### src/rtl/i2c_slave_single_byte.sv
// ---------------------------------------------------------------------------
// i2c_slave_single_byte
// I2C target at a fixed 7-bit address. Accepts unlimited-length writes
// (each data byte is presented on o_Rx_Byte with an o_Rx_Valid pulse) and
// serves reads from i_Tx_Byte, which is sampled each time a read byte is
// loaded. SCL/SDA are oversampled on r_Clock. This block never stretches
// SCL.
//
// Build option:
//   I2C_SLAVE_GLITCH_FILTER_EN - adds a 3-sample majority filter on the
//   synchronized SCL/SDA. Single-cycle glitches are rejected, and two
//   cycles are added to the detection latency.
//
// Ports:
//   r_Clock     system clock; all logic runs on its rising edge
//   r_Reset     asynchronous reset, active high
//   i_Scl       SCL level from the bus pin (asynchronous)
//   i_Sda       SDA level from the bus pin (asynchronous)
//   o_Sda_Low   1 = pull SDA low (open-drain enable), 0 = release
//   i_Tx_Byte   byte returned to the master on a read
//   o_Rx_Byte   last data byte written by the master
//   o_Rx_Valid  one-cycle pulse when o_Rx_Byte is updated
//   o_Tx_Done   one-cycle pulse when the master's ACK/NACK is sampled
//   o_Busy      high from address match until STOP, NACKed read or START
//   o_Stop      one-cycle pulse on every detected STOP
//
// state    | meaning
// ---------+--------------------------------------------------------------
// IDLE     | waiting for START; SDA released
// ADDR     | shifting in the address byte and the R/W bit
// ACK_ADDR | acknowledging our address
// WR_DATA  | shifting in a byte written by the master
// ACK_WR   | acknowledging a written byte
// RD_DATA  | driving a read byte, MSB first
// ACK_RD   | SDA released; waiting to sample the master's ACK/NACK
// ---------------------------------------------------------------------------
module i2c_slave_single_byte #(
  parameter logic [6:0] SLAVE_ADDR = 7'h51
) (
  input  logic       r_Clock,
  input  logic       r_Reset,
  input  logic       i_Scl,
  input  logic       i_Sda,
  output logic       o_Sda_Low,
  input  logic [7:0] i_Tx_Byte,
  output logic [7:0] o_Rx_Byte,
  output logic       o_Rx_Valid,
  output logic       o_Tx_Done,
  output logic       o_Busy,
  output logic       o_Stop
);

  typedef enum logic [2:0] {
    IDLE, ADDR, ACK_ADDR, WR_DATA, ACK_WR, RD_DATA, ACK_RD
  } state_t;

  // Two-flop synchronizers. They reset to 1, the idle level of the bus.
  logic scl_meta, scl_sync, sda_meta, sda_sync;

  always_ff @(posedge r_Clock or posedge r_Reset) begin
    if (r_Reset) begin
      scl_meta <= 1'b1;
      scl_sync <= 1'b1;
      sda_meta <= 1'b1;
      sda_sync <= 1'b1;
    end else begin
      scl_meta <= i_Scl;
      scl_sync <= scl_meta;
      sda_meta <= i_Sda;
      sda_sync <= sda_meta;
    end
  end

  logic scl_s, sda_s;

`ifdef I2C_SLAVE_GLITCH_FILTER_EN
  // The majority vote is registered. Together with the two history
  // samples, this gives the two cycles of extra latency.
  logic [1:0] scl_hist, sda_hist;
  logic       scl_filt, sda_filt;

  always_ff @(posedge r_Clock or posedge r_Reset) begin
    if (r_Reset) begin
      scl_hist <= 2'b11;
      sda_hist <= 2'b11;
      scl_filt <= 1'b1;
      sda_filt <= 1'b1;
    end else begin
      scl_hist <= {scl_hist[0], scl_sync};
      sda_hist <= {sda_hist[0], sda_sync};
      scl_filt <= (scl_sync & scl_hist[0]) | (scl_sync & scl_hist[1]) |
                  (scl_hist[0] & scl_hist[1]);
      sda_filt <= (sda_sync & sda_hist[0]) | (sda_sync & sda_hist[1]) |
                  (sda_hist[0] & sda_hist[1]);
    end
  end

  assign scl_s = scl_filt;
  assign sda_s = sda_filt;
`else
  assign scl_s = scl_sync;
  assign sda_s = sda_sync;
`endif

  logic scl_d, sda_d;

  always_ff @(posedge r_Clock or posedge r_Reset) begin
    if (r_Reset) begin
      scl_d <= 1'b1;
      sda_d <= 1'b1;
    end else begin
      scl_d <= scl_s;
      sda_d <= sda_s;
    end
  end

  logic scl_rise, scl_fall, start_det, stop_det;
  assign scl_rise  =  scl_s & ~scl_d;
  assign scl_fall  = ~scl_s &  scl_d;
  assign start_det =  scl_s &  scl_d &  sda_d & ~sda_s;
  assign stop_det  =  scl_s &  scl_d & ~sda_d &  sda_s;

  state_t     state_q, state_n;
  logic [3:0] cnt_q, cnt_n;
  logic [7:0] shift_q, shift_n;
  logic       rw_q, rw_n;
  // Low during the first SCL fall of an ACK slot (start driving), high
  // during the second (release and move on).
  logic       ack_phase_q, ack_phase_n;
  logic       sda_low_n, busy_n, rx_valid_n, tx_done_n, stop_n;
  logic [7:0] rx_byte_n;
  logic [7:0] shift_in;

  assign shift_in = {shift_q[6:0], sda_s};

  always_ff @(posedge r_Clock or posedge r_Reset) begin
    if (r_Reset) begin
      state_q     <= IDLE;
      cnt_q       <= 4'd0;
      shift_q     <= 8'h00;
      rw_q        <= 1'b0;
      ack_phase_q <= 1'b0;
      o_Sda_Low   <= 1'b0;
      o_Rx_Byte   <= 8'h00;
      o_Rx_Valid  <= 1'b0;
      o_Tx_Done   <= 1'b0;
      o_Busy      <= 1'b0;
      o_Stop      <= 1'b0;
    end else begin
      state_q     <= state_n;
      cnt_q       <= cnt_n;
      shift_q     <= shift_n;
      rw_q        <= rw_n;
      ack_phase_q <= ack_phase_n;
      o_Sda_Low   <= sda_low_n;
      o_Rx_Byte   <= rx_byte_n;
      o_Rx_Valid  <= rx_valid_n;
      o_Tx_Done   <= tx_done_n;
      o_Busy      <= busy_n;
      o_Stop      <= stop_n;
    end
  end

  always_comb begin
    state_n     = state_q;
    cnt_n       = cnt_q;
    shift_n     = shift_q;
    rw_n        = rw_q;
    ack_phase_n = ack_phase_q;
    sda_low_n   = o_Sda_Low;
    rx_byte_n   = o_Rx_Byte;
    busy_n      = o_Busy;
    rx_valid_n  = 1'b0;
    tx_done_n   = 1'b0;
    stop_n      = 1'b0;

    // Bus conditions take priority over any SCL edge in the same cycle.
    if (stop_det) begin
      state_n     = IDLE;
      sda_low_n   = 1'b0;
      busy_n      = 1'b0;
      stop_n      = 1'b1;
      ack_phase_n = 1'b0;
    end else if (start_det) begin
      state_n     = ADDR;
      cnt_n       = 4'd7;
      sda_low_n   = 1'b0;
      busy_n      = 1'b0;
      ack_phase_n = 1'b0;
    end else begin
      case (state_q)
        IDLE: sda_low_n = 1'b0;

        ADDR: if (scl_rise) begin
          shift_n = shift_in;
          if (cnt_q == 4'd0) begin
            if (shift_in[7:1] == SLAVE_ADDR) begin
              state_n = ACK_ADDR;
              busy_n  = 1'b1;
              rw_n    = shift_in[0];
            end else begin
              state_n = IDLE;
            end
          end else begin
            cnt_n = cnt_q - 4'd1;
          end
        end

        ACK_ADDR: if (scl_fall) begin
          if (!ack_phase_q) begin
            sda_low_n   = 1'b1;
            ack_phase_n = 1'b1;
          end else begin
            ack_phase_n = 1'b0;
            cnt_n       = 4'd7;
            if (rw_q) begin
              // The fall that ends the ACK also puts the first read bit out.
              state_n   = RD_DATA;
              sda_low_n = ~i_Tx_Byte[7];
              shift_n   = {i_Tx_Byte[6:0], 1'b0};
            end else begin
              state_n   = WR_DATA;
              sda_low_n = 1'b0;
            end
          end
        end

        WR_DATA: if (scl_rise) begin
          shift_n = shift_in;
          if (cnt_q == 4'd0) begin
            rx_byte_n  = shift_in;
            rx_valid_n = 1'b1;
            state_n    = ACK_WR;
          end else begin
            cnt_n = cnt_q - 4'd1;
          end
        end

        ACK_WR: if (scl_fall) begin
          if (!ack_phase_q) begin
            sda_low_n   = 1'b1;
            ack_phase_n = 1'b1;
          end else begin
            ack_phase_n = 1'b0;
            sda_low_n   = 1'b0;
            cnt_n       = 4'd7;
            state_n     = WR_DATA;
          end
        end

        // cnt_q holds the number of bits still to be driven.
        RD_DATA: if (scl_fall) begin
          if (cnt_q != 4'd0) begin
            sda_low_n = ~shift_q[7];
            shift_n   = {shift_q[6:0], 1'b0};
            cnt_n     = cnt_q - 4'd1;
          end else begin
            sda_low_n = 1'b0;
            state_n   = ACK_RD;
          end
        end

        ACK_RD: if (scl_rise) begin
          tx_done_n = 1'b1;
          if (!sda_s) begin
            state_n = RD_DATA;
            shift_n = i_Tx_Byte;
            cnt_n   = 4'd8;
          end else begin
            state_n = IDLE;
            busy_n  = 1'b0;
          end
        end

        default: state_n = IDLE;
      endcase
    end
  end

endmodule

### config.mk
export PLATFORM = sky130hd
export DESIGN_NAME = i2c_slave_single_byte
export DESIGN_NICKNAME = d
export VERILOG_FILES = /design/src/rtl/i2c_slave_single_byte.sv
export SDC_FILE = /design/constraint.sdc
export NUM_CORES = 1
export LEC_CHECK = 0
export BUFFER_PORTS_ARGS = -buffer_cell sky130_fd_sc_hd__buf_4
export CELL_PAD_IN_SITES_DETAIL_PLACEMENT = 1
export CELL_PAD_IN_SITES_GLOBAL_PLACEMENT = 1
export CORE_MARGIN = 5
export CORE_UTILIZATION = 30
export CTS_CLUSTER_DIAMETER = 80
export CTS_CLUSTER_SIZE = 24
export DETAILED_ROUTE_END_ITERATION = 10
export PLACE_DENSITY = 0.65
export REMOVE_ABC_BUFFERS = 1
export SYNTH_ARGS = -nofsm -noshare
export SYNTH_HDL_FRONTEND = slang
export SYNTH_SLANG_ARGS = --single-unit
### constraint.sdc
create_clock -name r_Clock -period 2.4 [get_ports r_Clock]
set_input_delay 0 -clock r_Clock [delete_from_list [all_inputs] [get_ports r_Clock]]
set_output_delay 0 -clock r_Clock [all_outputs]
set_load 0.03 [all_outputs]
==> flow_metrics.env, run 1 <==
export IMPL_cp_data_required_time_ps=2570
export IMPL_startpoint_type="flip-flop"
export IMPL_fillers=764
export IMPL_p_total_mw=2.872
export IMPL_cts_tree="built"
export IMPL_postRouteAntennaNets=0
export IMPL_clk_latency_ps=290
export IMPL_die_y_um=92.43
export IMPL_fin_skew_ps=7.040
export IMPL_fp_dieArea_um2=8542
export IMPL_cts_sinks=36
export IMPL_min_period_over_period_pct=93.80
export IMPL_areaGrowthSynthToFinish_pct=23.76
export IMPL_nets=254
export IMPL_rsz0062_at_grt="false"
export IMPL_htree_levels=2
export IMPL_pin_count=25
export IMPL_hpwl_um=3706
export IMPL_grt_pass1_vias=1667
export IMPL_synth_edf_count=0
export IMPL_hold_violations=0
export IMPL_synthesis_area_um2=2038
export IMPL_busiest_layer="met2"
export IMPL_grt_use_met2_pct=20.18
export IMPL_crit_path_end_kind="flip-flop"
export IMPL_min_period_ps=2251
export IMPL_gp_congestion=0.7889
export IMPL_fmax_mhz=444.2
export IMPL_post_route_util_pct=37.54
export IMPL_r2r_start="cnt_q[1]"
export IMPL_vias=1622
export IMPL_max_slew_margin_pct=63.39
export IMPL_yosys_area_share_adder_pct=0.6139
export IMPL_vias_per_cell=5.037
export IMPL_synth_cells=203
export IMPL_yosysWarnings=0
export IMPL_run_status="completed"
export IMPL_muxShareOfSynthArea_pct=11.91
export IMPL_die_x_um=92.43
export IMPL_power_leakage_nw=1.136
export IMPL_coreArea_um2=6719
export IMPL_grt_pass1_wl_um=8542
export IMPL_layout_cells_non_filler=322
export IMPL_min_to="shift_q[4]"
export IMPL_io_buffers=24
export IMPL_drc=0
export IMPL_cts_root_buf="clkbuf_8"
export IMPL_path_clk_slew_ps=80
export IMPL_ys_flop_type="dfrtp_1"
export IMPL_r2r_end="o_Rx_Byte[0]"
export IMPL_drtIter0Drc=63
export IMPL_avgSynthCellArea_um2=10.04
export IMPL_hp_class="input pin to flip-flop"
export IMPL_cts_path_max_buffers=2
export IMPL_num_antenna_cells=0
export IMPL_min_delay_start="i_Tx_Byte[3]"
export IMPL_synth_compound_area_share_pct=19.89
export IMPL_synth_xor_area_share_pct=1.719
export IMPL_grt_use_total_pct=12.69
export IMPL_numCtsBuffers=5
export IMPL_tightest_slew_ps=547.2
export IMPL_synth_seq_cells=36
export IMPL_placedCellCount=311
export IMPL_synth_seq_area_share_pct=44.57
export IMPL_synth_top_family_by_area="compound AO/OA/AOI/OAI gates"
export IMPL_r2r_slack_ps=150
export IMPL_synth_simple_area_share_pct=16.76
export IMPL_hold_ws_ps=102.3
export IMPL_drive_gt1_share_pct=30.58
export IMPL_dr_pass1_iters=4
export IMPL_overflow=0
export IMPL_worstRegToRegCells=5
export IMPL_ir_worst_vdd_v=0.0003167
export IMPL_use_met1_pct=16.64
export IMPL_routedWlPerCell_um=15.43
export IMPL_grt_util_met3_pct=2.600
export IMPL_wl_um=4968
export IMPL_path_class="flip-flop to flip-flop"
export IMPL_core_rowCount=30
export IMPL_setup_tns_final_ps=0
export IMPL_antenna_found_initial=0
export IMPL_hold_path_depth=4
export IMPL_maxCapViolCount=0
export IMPL_start_util_pct=30.34
export IMPL_setup_violations=0
export IMPL_crit_fanout=9
export IMPL_drv_slew=0
export IMPL_worstPathArrival_ps=2430
export IMPL_ys_types=48
export IMPL_synthArstFlopShare_pct=100.0
export IMPL_grt_max_degree=37
export IMPL_pwr_density_cell_nw_per_um2=1139
stage by stage:
stage	instance area, um^2	worst slack, ps
3_5_place_dp	2385	178.9
4_1_cts	2522	163.4
6_report	2522	148.7
2_1_floorplan	1979	126.0
3_3_place_gp	2385	219.9
5_1_grt	2522	86.77
what timing repair did:
action	4_1_cts	5_1_grt
setup buffers	0	0
hold buffers	3	0
resized for setup	0	0
hold endpoints to repair	32	0
per-layer routing:
metal,vias to the layer above,routed length [um],share of wire [%]
met3,6,123,2.5
met4,0,97,2.0
li1,811,-,-
met5,-,0,0
met1,788,2290,46
met2,17,2456,49
report_power, final:
part	internal, mW	leakage, nW	switching [mW]
Combinational	0.696	0.632	0.700
Sequential	0.763	0.449	0.184
Clock	0.308	0.0552	0.222
worst max-delay path: stages (launching register included):
cell and delay, ps:
dfrtp_1 390, inv_1 90, ha_1 180, or3b_1 460, or4_4 670, mux2_4 340
Yosys cell counts (3+ instances only):
library cell	instances	share of area, %
a2bb2oi_1	3	1.3
nor2b_1	7	2.1
inv_1	8	1.5
nand2b_1	10	3.1
a211oi_1	3	1.1
a21oi_1	12	2.9
dfrtp_1	30	37
nand2_1	12	2.2
nor3_1	3	0.74
o21ai_0	21	5.2
buf_2	4	0.98
mux2_2	10	5.5
dfstp_2	6	7.7
clkbuf_1	4	0.74
mux2_4	8	5.9
nor2_1	17	3.1
o211ai_1	6	2.2
xnor2_1	4	1.7
worst max-delay path by stage:
stage | startpoint | to | slack, ps | depth (start not counted)
2_1_floorplan | state_q[2] | cnt_q[0] | 130 | 5
3_3_place_gp | cnt_q[0] | o_Rx_Byte[3] | 220 | 5
3_5_place_dp | cnt_q[1] | o_Rx_Byte[2] | 180 | 5
4_1_cts | cnt_q[1] | o_Rx_Byte[0] | 160 | 5
5_1_grt | cnt_q[0] | o_Rx_Byte[0] | 90 | 5
6_report | cnt_q[1] | o_Rx_Byte[0] | 150 | 5
state kept, by name, summed over array words and instances (netlist names), 3 cells and up:
name       count
state_q        3
o_Rx_Byte      8
shift_q        8
cnt_q          4
cells in the final DEF, fill, tap and decap left out, drive strengths merged, types with 4 or more instances in the layout:
| cell | netlist | layout |
|---|---|---|
| nor2 | 17 | 17 |
| nand2b | 10 | 10 |
| dfrtp | 30 | 30 |
| nor2b | 7 | 7 |
| buf | 6 | 39 |
| o211ai | 6 | 6 |
| o21ai | 21 | 21 |
| inv | 8 | 8 |
| a21oi | 12 | 12 |
| clkbuf | 5 | 6 |
| nand2 | 12 | 12 |
| mux2 | 18 | 18 |
| xnor2 | 4 | 4 |
| dfstp | 6 | 6 |
cells by family (layout without fill, tap and decap cells):
kind of cell,count (synthesis),in the layout
compound gates,61,61
xor+xnor,4,4
fa+ha+maj,1,1
buf+inv,20,59
flops,36,36
mux,19,19
simple gates,62,62
cell type report:
cell class | instances | area, um^2 | area share [%]
clock inverters | 2 | 35.03 | 1.389
flip-flops and latches | 36 | 908.4 | 36.01
well taps | 80 | 100.1 | 3.968
multi-input cells | 147 | 1037 | 41.12
repair buffers | 42 | 335.3 | 13.29
inverters | 9 | 33.78 | 1.339
clock buffers | 6 | 72.57 | 2.877
Note: power is estimated with default switching activity, not from simulation.
==> run 2, diff against run 1 <==
GPL_TIMING_DRIVEN = 0   (was unset)
==> run 2 against run 1 <==
Net effect:
- hold slack better by 18 ps
- die area did not move
- flip-flop and latch count unchanged
- register-to-register slack worse by 20 ps
- setup slack worse by 21 ps
- critical path depth unchanged
- largest power group unchanged
- power decreased by 8.1%
- highest routed layer unchanged
- core utilization decreased by 1.2 points
==> flow_metrics.env, run 2 (same netlist as run 1, synthesis figures left out) <==
export IMPL_run_status="completed"
export IMPL_startpoint_type="flip-flop"
export IMPL_power_leakage_nw=1.076
export IMPL_pwr_density_cell_nw_per_um2=1082
export IMPL_final_cell_mix="dfrtp_1 (27), buf_4 (25), o21ai_0 (21)"
export IMPL_min_period_over_period_pct=94.70
export IMPL_grt_pass1_vias=1623
export IMPL_place_area_um2=2287
export IMPL_coreArea_um2=6719
export IMPL_maxCapViolCount=0
export IMPL_nets=241
export IMPL_antenna_found_initial=0
export IMPL_htree_levels=2
export IMPL_hp_class="input pin to flip-flop"
export IMPL_post_route_util_pct=36.31
export IMPL_drv_slew=0
export IMPL_hold_violations=0
export IMPL_routedWlPerCell_um=16.19
export IMPL_areaGrowthSynthToFinish_pct=19.71
export IMPL_cts_path_max_buffers=2
export IMPL_core_rowCount=30
export IMPL_final_area_um2=2440
export IMPL_die_y_um=92.43
export IMPL_cp_data_required_time_ps=2570
export IMPL_worstPathArrival_ps=2450
export IMPL_drc=0
export IMPL_vias=1596
export IMPL_crit_fanout=9
export IMPL_rsz0062_at_grt="false"
export IMPL_grt_max_degree=25
export IMPL_die_x_um=92.43
export IMPL_vias_per_cell=5.165
export IMPL_ir_worst_vdd_v=0.0003004
export IMPL_dr_pass1_iters=4
export IMPL_cts_sinks=36
export IMPL_min_period_ps=2273
export IMPL_final_common_cell="dfrtp_1"
export IMPL_fp_dieArea_um2=8542
export IMPL_drtIter0Drc=86
export IMPL_fin_skew_ps=8.171
export IMPL_placedCellCount=297
export IMPL_crit_chain="inv_1 -> ha_1 -> or3b_1 -> or4_4 -> mux2_4"
export IMPL_setup_violations=0
export IMPL_fmax_mhz=440.0
export IMPL_top_regs="o_Rx_Byte x8, shift_q x8, cnt_q x4"
export IMPL_gp_congestion=0.7771
export IMPL_layout_cells_non_filler=309
export IMPL_wl_um=5004
export IMPL_num_antenna_cells=0
export IMPL_tightest_slew_ps=673.2
export IMPL_place_ws_ps=-422.8
export IMPL_setup_tns_final_ps=0
export IMPL_postRouteAntennaNets=0
export IMPL_start_util_pct=30.34
export IMPL_hpwl_um=3570
export IMPL_pin_count=25
export IMPL_io_buffers=24
export IMPL_crit_path_end_kind="flip-flop"
export IMPL_grt_pass1_wl_um=8383
export IMPL_grt_use_total_pct=12.37
export IMPL_max_slew_margin_pct=55.07
export IMPL_numCtsBuffers=5
export IMPL_crit_path_max_incr_delay_ps=680
export IMPL_overflow=0
export IMPL_cp_slowest_cell="or4_4"
export IMPL_hold_ws_ps=120.3
export IMPL_drive_gt1_share_pct=30.57
export IMPL_cts_root_buf="clkbuf_8"
export IMPL_clk_latency_ps=290
export IMPL_worst_slack_ps=127.2
export IMPL_p_total_mw=2.640
export IMPL_path_class="flip-flop to flip-flop"
export IMPL_path_clk_slew_ps=70
export IMPL_cts_tree="built"
export IMPL_fillers=755
==> run 2: what timing repair did <==
| action | in CTS | in global routing |
|---|---|---|
| endpoints found under the setup margin | 23 | 10 |
| resized for setup | 6 | 2 |
| hold buffers | 3 | 0 |
| hold endpoints to repair | 16 | 0 |
| buffers inserted | 1 | 0 |
==> run 2: path summary, 6_finish.rpt <==
kind                              start      endpoint  slack (ps)  cells after the start
max                            cnt_q[0]  o_Rx_Byte[0]         130                      5
min                        i_Tx_Byte[4]    shift_q[5]         120                      4
max reg2reg                    cnt_q[0]  o_Rx_Byte[0]         130                      5
min reg2reg                    scl_meta         scl_s         360                      0
max in group asynchronous       r_Reset         scl_d        1390                      4
min in group asynchronous       r_Reset     o_Sda_Low         380                      3
==> run 2: layer usage <==
| metal | track usage, % | vias to the layer above | share of wire (%) |
|---|---|---|---|
| li1 | - | 789 | - |
| met1 | 16.89 | 778 | 45 |
| met2 | 19.40 | 24 | 49 |
| met3 | 2.924 | 5 | 4.2 |
| met4 | 3.713 | 0 | 1.4 |
| met5 | 0 | - | 0 |
==> run 2: critical path: cells and delay by family, from the launching register on <==
family | cells | cell delay [ps]
flip-flops | 1 | 410
adder cells (fa/ha/maj) | 1 | 170
buffers and inverters | 1 | 70
AND/OR/NAND/NOR | 2 | 1160
multiplexers | 1 | 340
==> run 2: final cells by class <==
cell class / count / area (um^2) / share of cell area, %
clock inverters: 2 / 10.01 / 0.4103
inverters: 9 / 35.03 / 1.436
clock buffers: 6 / 82.58 / 3.385
multi-input cells: 147 / 1055 / 43.23
flip-flops and latches: 36 / 912.1 / 37.38
repair buffers: 29 / 245.2 / 10.05
well taps: 80 / 100.1 / 4.103
==> run 2: report_power, final <==
part / total, mW / internal, mW / switching (mW) / leakage [nW]
clock network: 0.442 / 0.229 / 0.213 / 0.0510
registers: 1.03 / 0.766 / 0.265 / 0.446
logic: 1.17 / 0.566 / 0.600 / 0.579
total: 2.64 / 1.56 / 1.08 / 1.08
